`src/rtl/riscv_mem_arb_if.sv`:
```
// Request/response bundle between the IFU, the LSU, the arbiter and the shared memory port.
// slave = arbiter view, master = view of the requesters and memory around it.
interface riscv_mem_arb_if #(
    parameter int AW = 64,
    parameter int DW = 64
);
    logic              ifu_req;
    logic [AW-1:0]     ifu_addr;
    logic              ifu_gnt;
    logic              ifu_rvalid;
    logic [DW-1:0]     ifu_rdata;
    logic              ifu_err;

    logic              lsu_req;
    logic              lsu_we;
    logic [AW-1:0]     lsu_addr;
    logic [DW-1:0]     lsu_wdata;
    logic [DW/8-1:0]   lsu_wmask;
    logic              lsu_gnt;
    logic              lsu_rvalid;
    logic [DW-1:0]     lsu_rdata;
    logic              lsu_err;

    logic              mem_req;
    logic              mem_we;
    logic [AW-1:0]     mem_addr;
    logic [DW-1:0]     mem_wdata;
    logic [DW/8-1:0]   mem_wmask;
    logic              mem_gnt;
    logic              mem_rvalid;
    logic [DW-1:0]     mem_rdata;

    modport slave (
        input  ifu_req, ifu_addr,
        input  lsu_req, lsu_we, lsu_addr, lsu_wdata, lsu_wmask,
        input  mem_gnt, mem_rvalid, mem_rdata,
        output ifu_gnt, ifu_rvalid, ifu_rdata, ifu_err,
        output lsu_gnt, lsu_rvalid, lsu_rdata, lsu_err,
        output mem_req, mem_we, mem_addr, mem_wdata, mem_wmask
    );

    modport master (
        output ifu_req, ifu_addr,
        output lsu_req, lsu_we, lsu_addr, lsu_wdata, lsu_wmask,
        output mem_gnt, mem_rvalid, mem_rdata,
        input  ifu_gnt, ifu_rvalid, ifu_rdata, ifu_err,
        input  lsu_gnt, lsu_rvalid, lsu_rdata, lsu_err,
        input  mem_req, mem_we, mem_addr, mem_wdata, mem_wmask
    );
endinterface

```
`src/rtl/riscv_mem_arb.sv`:
```
// IFU/LSU arbiter for one memory port: LSU priority, IFU anti-starvation, watchdog error response.
// Latency: gnt at N, mem_req at N+1, response one cycle after memory completion.
// Backpressure: one transaction in flight; requests outside IDLE are held off (no gnt).
module riscv_mem_arb #(
    parameter int AW           = 64,
    parameter int DW           = 64,
    parameter int TIMEOUT_CYC  = 255,
    parameter int STARVE_LIMIT = 4
) (
    input  logic           clk,
    input  logic           rst_n,
    riscv_mem_arb_if.slave bus
);
    localparam int MW  = DW / 8;
    localparam int WDW = (TIMEOUT_CYC > 1) ? $clog2(TIMEOUT_CYC) : 1;
    localparam int SCW = (STARVE_LIMIT > 0) ? $clog2(STARVE_LIMIT + 1) : 1;
    localparam bit WD_EN = (TIMEOUT_CYC != 0);
    localparam logic [WDW-1:0] WD_LAST = WDW'((TIMEOUT_CYC > 0) ? TIMEOUT_CYC - 1 : 0);
    localparam logic [SCW-1:0] SC_MAX  = SCW'(STARVE_LIMIT);

    typedef enum logic [1:0] {IDLE, REQ, WAIT} state_t;

    state_t          state;
    logic            owner_lsu;
    logic [SCW-1:0]  starve_cnt;
    logic [WDW-1:0]  wd_cnt;

    logic            mem_req_q;
    logic            mem_we_q;
    logic [AW-1:0]   mem_addr_q;
    logic [DW-1:0]   mem_wdata_q;
    logic [MW-1:0]   mem_wmask_q;

    logic            ifu_rvalid_q, ifu_err_q;
    logic [DW-1:0]   ifu_rdata_q;
    logic            lsu_rvalid_q, lsu_err_q;
    logic [DW-1:0]   lsu_rdata_q;

    logic            busy, lsu_win, ifu_win, done_ok, wd_expire, rsp_fire;
    logic [DW-1:0]   rsp_dat;
    logic [SCW-1:0]  starve_inc;

    always_comb begin
        busy       = (state == REQ) || (state == WAIT);
        // LSU loses only when the starvation budget is spent and the IFU is actually waiting
        lsu_win    = (state == IDLE) && bus.lsu_req &&
                     ((starve_cnt < SC_MAX) || !bus.ifu_req);
        ifu_win    = (state == IDLE) && bus.ifu_req && !lsu_win;
        done_ok    = ((state == REQ) && bus.mem_gnt && bus.mem_rvalid) ||
                     ((state == WAIT) && bus.mem_rvalid);
        wd_expire  = WD_EN && busy && (wd_cnt == WD_LAST) && !done_ok;
        rsp_fire   = done_ok || wd_expire;
        rsp_dat    = (done_ok && !mem_we_q) ? bus.mem_rdata : '0;
        starve_inc = (starve_cnt == SC_MAX) ? SC_MAX : starve_cnt + 1'b1;
    end

    always_ff @(posedge clk or negedge rst_n) begin
        if (!rst_n) begin
            state        <= IDLE;
            owner_lsu    <= 1'b0;
            starve_cnt   <= '0;
            wd_cnt       <= '0;
            mem_req_q    <= 1'b0;
            mem_we_q     <= 1'b0;
            mem_addr_q   <= '0;
            mem_wdata_q  <= '0;
            mem_wmask_q  <= '0;
            ifu_rvalid_q <= 1'b0;
            ifu_rdata_q  <= '0;
            ifu_err_q    <= 1'b0;
            lsu_rvalid_q <= 1'b0;
            lsu_rdata_q  <= '0;
            lsu_err_q    <= 1'b0;
        end else begin
            if (rsp_fire) begin
                lsu_rvalid_q <= owner_lsu;
                lsu_rdata_q  <= owner_lsu ? rsp_dat : '0;
                lsu_err_q    <= owner_lsu && wd_expire;
                ifu_rvalid_q <= !owner_lsu;
                ifu_rdata_q  <= owner_lsu ? '0 : rsp_dat;
                ifu_err_q    <= !owner_lsu && wd_expire;
            end else begin
                lsu_rvalid_q <= 1'b0;
                ifu_rvalid_q <= 1'b0;
            end

            case (state)
                IDLE: begin
                    if (lsu_win || ifu_win) begin
                        state       <= REQ;
                        mem_req_q   <= 1'b1;
                        wd_cnt      <= '0;
                        owner_lsu   <= lsu_win;
                        mem_we_q    <= lsu_win && bus.lsu_we;
                        mem_addr_q  <= lsu_win ? bus.lsu_addr : bus.ifu_addr;
                        mem_wdata_q <= lsu_win ? bus.lsu_wdata : '0;
                        mem_wmask_q <= (lsu_win && bus.lsu_we) ? bus.lsu_wmask : '0;
                        starve_cnt  <= (lsu_win && bus.ifu_req) ? starve_inc : '0;
                    end
                end
                REQ, WAIT: begin
                    if (rsp_fire) begin
                        state     <= IDLE;
                        mem_req_q <= 1'b0;
                    end else begin
                        if ((state == REQ) && bus.mem_gnt) begin
                            state     <= WAIT;
                            mem_req_q <= 1'b0;
                        end
                        if (WD_EN) wd_cnt <= wd_cnt + 1'b1;
                    end
                end
                default: begin
                    state     <= IDLE;
                    mem_req_q <= 1'b0;
                end
            endcase
        end
    end

    assign bus.ifu_gnt    = ifu_win;
    assign bus.lsu_gnt    = lsu_win;
    assign bus.ifu_rvalid = ifu_rvalid_q;
    assign bus.ifu_rdata  = ifu_rdata_q;
    assign bus.ifu_err    = ifu_err_q;
    assign bus.lsu_rvalid = lsu_rvalid_q;
    assign bus.lsu_rdata  = lsu_rdata_q;
    assign bus.lsu_err    = lsu_err_q;
    assign bus.mem_req    = mem_req_q;
    assign bus.mem_we     = mem_we_q;
    assign bus.mem_addr   = mem_addr_q;
    assign bus.mem_wdata  = mem_wdata_q;
    assign bus.mem_wmask  = mem_wmask_q;
endmodule

```
`src/flat_wrapper.sv`:
```
// flat-port wrapper written by rule: the top's interface ports become plain ports
module riscv_mem_arb_flat 
#(
    parameter int AW           = 64,
    parameter int DW           = 64,
    parameter int TIMEOUT_CYC  = 255,
    parameter int STARVE_LIMIT = 4
)
  (clk, rst_n, bus_ifu_req, bus_ifu_addr, bus_lsu_req, bus_lsu_we, bus_lsu_addr, bus_lsu_wdata, bus_lsu_wmask, bus_mem_gnt, bus_mem_rvalid, bus_mem_rdata, bus_ifu_gnt, bus_ifu_rvalid, bus_ifu_rdata, bus_ifu_err, bus_lsu_gnt, bus_lsu_rvalid, bus_lsu_rdata, bus_lsu_err, bus_mem_req, bus_mem_we, bus_mem_addr, bus_mem_wdata, bus_mem_wmask);
  riscv_mem_arb_if #(.AW(AW), .DW(DW)) bus_i ();
  input  logic clk;
  input  logic rst_n;
  input wire logic [$bits(bus_i.ifu_req)-1:0] bus_ifu_req;
  input wire logic [$bits(bus_i.ifu_addr)-1:0] bus_ifu_addr;
  input wire logic [$bits(bus_i.lsu_req)-1:0] bus_lsu_req;
  input wire logic [$bits(bus_i.lsu_we)-1:0] bus_lsu_we;
  input wire logic [$bits(bus_i.lsu_addr)-1:0] bus_lsu_addr;
  input wire logic [$bits(bus_i.lsu_wdata)-1:0] bus_lsu_wdata;
  input wire logic [$bits(bus_i.lsu_wmask)-1:0] bus_lsu_wmask;
  input wire logic [$bits(bus_i.mem_gnt)-1:0] bus_mem_gnt;
  input wire logic [$bits(bus_i.mem_rvalid)-1:0] bus_mem_rvalid;
  input wire logic [$bits(bus_i.mem_rdata)-1:0] bus_mem_rdata;
  output wire logic [$bits(bus_i.ifu_gnt)-1:0] bus_ifu_gnt;
  output wire logic [$bits(bus_i.ifu_rvalid)-1:0] bus_ifu_rvalid;
  output wire logic [$bits(bus_i.ifu_rdata)-1:0] bus_ifu_rdata;
  output wire logic [$bits(bus_i.ifu_err)-1:0] bus_ifu_err;
  output wire logic [$bits(bus_i.lsu_gnt)-1:0] bus_lsu_gnt;
  output wire logic [$bits(bus_i.lsu_rvalid)-1:0] bus_lsu_rvalid;
  output wire logic [$bits(bus_i.lsu_rdata)-1:0] bus_lsu_rdata;
  output wire logic [$bits(bus_i.lsu_err)-1:0] bus_lsu_err;
  output wire logic [$bits(bus_i.mem_req)-1:0] bus_mem_req;
  output wire logic [$bits(bus_i.mem_we)-1:0] bus_mem_we;
  output wire logic [$bits(bus_i.mem_addr)-1:0] bus_mem_addr;
  output wire logic [$bits(bus_i.mem_wdata)-1:0] bus_mem_wdata;
  output wire logic [$bits(bus_i.mem_wmask)-1:0] bus_mem_wmask;
  assign bus_i.ifu_req = bus_ifu_req;
  assign bus_i.ifu_addr = bus_ifu_addr;
  assign bus_i.lsu_req = bus_lsu_req;
  assign bus_i.lsu_we = bus_lsu_we;
  assign bus_i.lsu_addr = bus_lsu_addr;
  assign bus_i.lsu_wdata = bus_lsu_wdata;
  assign bus_i.lsu_wmask = bus_lsu_wmask;
  assign bus_i.mem_gnt = bus_mem_gnt;
  assign bus_i.mem_rvalid = bus_mem_rvalid;
  assign bus_i.mem_rdata = bus_mem_rdata;
  assign bus_ifu_gnt = bus_i.ifu_gnt;
  assign bus_ifu_rvalid = bus_i.ifu_rvalid;
  assign bus_ifu_rdata = bus_i.ifu_rdata;
  assign bus_ifu_err = bus_i.ifu_err;
  assign bus_lsu_gnt = bus_i.lsu_gnt;
  assign bus_lsu_rvalid = bus_i.lsu_rvalid;
  assign bus_lsu_rdata = bus_i.lsu_rdata;
  assign bus_lsu_err = bus_i.lsu_err;
  assign bus_mem_req = bus_i.mem_req;
  assign bus_mem_we = bus_i.mem_we;
  assign bus_mem_addr = bus_i.mem_addr;
  assign bus_mem_wdata = bus_i.mem_wdata;
  assign bus_mem_wmask = bus_i.mem_wmask;
  riscv_mem_arb #(.AW(AW), .DW(DW), .TIMEOUT_CYC(TIMEOUT_CYC), .STARVE_LIMIT(STARVE_LIMIT)) u_core (.clk(clk), .rst_n(rst_n), .bus(bus_i));
endmodule
```
`config.mk`:
```
export PLATFORM = sky130hd
export DESIGN_NAME = riscv_mem_arb_flat
export DESIGN_NICKNAME = d
export VERILOG_FILES = /design/src/rtl/riscv_mem_arb_if.sv /design/src/rtl/riscv_mem_arb.sv /design/src/flat_wrapper.sv
export SDC_FILE = /design/constraint.sdc
export NUM_CORES = 1
export LEC_CHECK = 0
export BUFFER_PORTS_ARGS = -buffer_cell sky130_fd_sc_hd__buf_2
export CAP_MARGIN = 20
export CORE_AREA = 10 10 202 204
export DETAILED_ROUTE_END_ITERATION = 12
export DIE_AREA = 0 0 212 214
export GPL_TIMING_DRIVEN = 0
export PLACE_DENSITY_LB_ADDON = 0.12
export SLEW_MARGIN = 20
export SYNTH_ARGS = -nofsm -noshare
export SYNTH_HDL_FRONTEND = slang
export SYNTH_SLANG_ARGS = --single-unit
```
`constraint.sdc`:
```
create_clock -name clk -period 2.13 [get_ports clk]
set_input_delay 0.1065 -clock clk [delete_from_list [all_inputs] [get_ports clk]]
set_output_delay 0.1065 -clock clk [all_outputs]
set_load 0.05 [all_outputs]
```
==> impl_metrics.py <==
metrics = {
    "outcome": {
        "status": "finished, final reports clean",
    },
    "route": {
        "vias": 10400,
        "drt_iter0_drc": 675,
        "wl_per_cell_um": 21.9,
        "via_per_inst": 4.74,
        "wirelength_um": 48100,
        "drtPass1Iterations": 4,
        "ant_nets": 0,
        "drc": 0,
    },
    "floorplanning": {
        "coreArea_sq_um": 37000,
        "ioPinCount": 543,
        "start_util_pct": 29.8,
        "fp.dieH_um": 214,
        "die_x_um": 212,
        "fp-row-count": 71,
        "die_area_sq_um": 45400,
    },
    "setup_path": {
        "cp.arrival_ns": 2.48,
        "cp-start-kind": "register",
        "cp_top_family": "buffers and inverters",
        "crit_required_ns": 2.56,
        "slowest_delay_ns": 0.40,
        "r2r_setup_slack_ns": 0.08,
        "endpoint_kind": "register",
        "critPathMaxFanout": 10,
        "cp_common_cell": "clkbuf_4",
        "critPathSlowestCell": "dfrtp_1",
        "critical_path.n_buffers_inverters": 3,
        "crit_type": "reg2reg",
        "path_cells": "inv_2, ha_1, a21o_1, nand2_1, nor3b_1, clkbuf_4, clkbuf_4, a22o_1",
    },
    "synth": {
        "seq_area_frac_synth_pct": 64.4,
        "syn-instance-count": 835,
        "ys_types": 41,
        "syn-num-nets": 1115,
        "synth_area_sq_um": 11000,
        "ys_ff_latch": 284,
        "ys_warn_count": 0,
        "syn_area_per_cell_sq_um": 13.2,
    },
    "sta": {
        "period_share_pct": 96.1,
        "finalHoldViolCount": 0,
        "max-slew-margin-rel_pct": 57.4,
        "drv_slew": 0,
        "finalSetupViolCount": 0,
        "max_freq_mhz": 488,
        "rsz0062_at_grt": "yes",
        "fin_crit_ns": 2.05,
        "worst_slack_ns": 0.0823,
        "tightest_slew_ns": 0.639,
        "finClkSkew_ns": 0.0224,
        "setup-tns-final_ns": 0,
    },
    "clocking": {
        "cts_tree": "done",
        "cts_root_buffer": "clkbuf_16",
        "clock_sinks": 284,
        "cts.clk_slew.worst_paths_ns": 0.06,
        "cts_buffer_depth": 3,
        "numCtsBuffers": 35,
        "htreeDepth": 2,
        "clk_latency_ns": 0.50,
    },
    "pwr": {
        "p_sw_share_pct": 49.5,
        "p_seq_share_pct": 28.4,
        "clkPwrFrac_pct": 19.4,
        "power_frac_comb_pct": 52.2,
        "p_leak_nw": 9.57,
        "power.total_mw": 30.8,
        "p_switching_mw": 15.3,
        "ir_drop_v": 0.000781,
        "internal-power_mw": 15.5,
        "power.density_nw_per_um2": 1660,
    },
    "global_routing": {
        "antenna_found_initial": 6,
        "grt_pass1_vias": 11600,
        "grt_pass1_wl_um": 73100,
        "grt_usage_pct": 20.7,
        "grt_max_degree": 94,
        "grt-ovfl-total": 0,
    },
    "placement": {
        "numPortBuffers": 541,
        "post-dp-hpwl_um": 35600,
        "place_ws_ns": -0.505,
        "place_congestion": 0.788,
    },
    "layout": {
        "nets": 1972,
        "nFillCells": 3356,
        "area_delta_synth_final_pct": 67.7,
        "final_layout_size_suffix_gt1_share_pct": 39.0,
    },
    "run": {
        "maxCapViolCount": 0,
    },
    "worst_hold_path": {
        "min_path_type": "in2reg",
    },
}
==> area by class of cell <==
type,instances,area (sq um),share of cell area (%)
flip-flops and latches,284,7110,38.4
clock buffers,52,1090,5.90
clock inverters,11,91.3,0.493
multi-input cells,477,3610,19.5
plain buffers,66,402,2.17
well taps,474,593,3.20
diodes,5,12.5,0.0676
repair buffers,821,5580,30.1
inverters,7,26.3,0.142
==> stage by stage <==
| stage | utilization (%) | hold WS [ns] | instances | instance area, sq um |
|---|---|---|---|---|
| final | 50.0 | 0.0512 | 2197 | 18500 |
| after global placement | 38.7 | 0.330 | 1850 | 14300 |
| after floorplan | - | -0.189 | 835 | 11000 |
| after global routing | 50.0 | 0.0843 | 2197 | 18500 |
| after detailed placement | 39.0 | 0.0398 | 1853 | 14400 |
| after CTS | 49.7 | 0.0290 | 2186 | 18400 |
==> worst paths after layout <==
check	start	to	depth (start not counted)
worst max-delay path	u_core.state[1]	u_core.bus.lsu_rdata[55]	8
worst min-delay path	bus_mem_gnt	u_core.state[1]	5
worst max register to register	u_core.state[1]	u_core.bus.lsu_rdata[55]	8
worst min register to register	u_core.bus.mem_addr[53]	u_core.bus.mem_addr[53]	2
max in group asynchronous	rst_n	u_core.bus.mem_wdata[7]	4
min in group asynchronous	rst_n	u_core.bus.ifu_rdata[10]	2
==> routing by layer <==
| layer | up-vias | wire (um) | global-route usage [%] |
|---|---|---|---|
| met5 | - | 13 | 0 |
| met4 | 2 | 1270 | 6.14 |
| met3 | 70 | 3890 | 6.30 |
| met2 | 417 | 23700 | 35.3 |
| met1 | 5101 | 19200 | 24.4 |
| li1 | 4832 | - | - |
==> sequential cells by signal, summed over array words and instances (netlist names) <==
signal and flops:
u_core.bus.ifu_rdata 64, u_core.bus.lsu_rdata 64, u_core.bus.mem_addr 64, u_core.bus.mem_wdata 64
u_core.bus.mem_wmask 8, u_core.wd_cnt 8, u_core.starve_cnt 3, u_core.state 2
u_core.bus.ifu_err 1, u_core.bus.ifu_rvalid 1, u_core.bus.lsu_err 1, u_core.bus.lsu_rvalid 1
u_core.bus.mem_req 1, u_core.bus.mem_we 1, u_core.owner_lsu 1
==> cell families after synthesis <==
group	share of synthesized area (%)
AO/OA/AOI/OAI	20.6
flip-flops	64.4
AND/OR/NAND/NOR	4.43
buffers and inverters	3.40
multiplexers	6.19
adder cells (fa/ha/maj)	1.02
==> what timing repair did <==
item | CTS | global route
cloned | 0 | 0
pin swaps | 2 | 1
setup buffers | 6 | 6
gates resized for setup | 23 | 24
setup endpoints to repair | 276 | 159
endpoints found under the hold margin | 432 | 0
hold buffers | 265 | 0
==> worst min-delay path, delay by kind of cell <==
| family | cells | cell delay, ns |
|---|---|---|
| buffers and inverters | 2 | 0.15 |
| multiplexers | 1 | 0.09 |
| AO/OA/AOI/OAI | 1 | 0.07 |
| AND/OR/NAND/NOR | 1 | 0.09 |
==> synthesized netlist by cell type (all sizes together) <==
cell	instances	area, sq um
o31ai	1	7.51
nor3	2	20.0
o21ai	70	350
or4	2	15.0
nor3b	2	15.0
o22a	1	8.76
dfrtp	284	7110
o211a	2	20.0
a22o	195	1710
a211o	2	17.5
nor2	9	41.3
ha	9	113
a32o	8	80.1
nor2b	1	6.26
a21oi	4	20.0
or4b	1	10.0
a31oi	1	6.26
o211ai	2	15.0
and4	1	8.76
and2	2	12.5
nand4	1	6.26
nor4	2	12.5
mux2	2	22.5
a41oi	1	8.76
inv	7	26.3
or2	1	6.26
mux2i	66	661
nand2	75	282
nand3	8	40.0
buf	39	244
a21o	3	22.5
clkbuf	28	105
and3	2	13.8
a211oi	1	7.51
==> cells in the final DEF, fill, tap and decap left out, types with 3 or more instances in the layout <==
master,n
a21oi_1,3
clkinv_2,6
buf_1,7
buf_16,3
buf_6,10
o21ai_0,65
clkbuf_16,37
buf_2,552
a21o_1,3
dfrtp_1,284
ha_1,8
mux2i_1,66
nand3_1,6
buf_8,3
a22o_1,195
clkbuf_1,22
o21ai_1,4
diode_2,5
clkbuf_4,10
nor2_1,7
nand2_1,75
clkbuf_8,11
clkbuf_2,4
a32o_1,8
inv_1,5
dlygate4sd3_1,265
clkinvlp_4,3
buf_4,13
==> power groups by stage <==
| stage | registers (mW) | logic (mW) | clock network [mW] |
|---|---|---|---|
| 2_1_floorplan | 15.8 | 3.88 | 0 |
| 3_5_place_dp | 8.73 | 15.6 | 0 |
| 6_report | 8.74 | 16.1 | 5.97 |
| 3_3_place_gp | 8.72 | 15.5 | 0 |
| 5_1_grt | 9.02 | 17.0 | 6.38 |
| 4_1_cts | 8.72 | 16.1 | 6.15 |
Note: power is estimated with default switching activity, not from simulation.
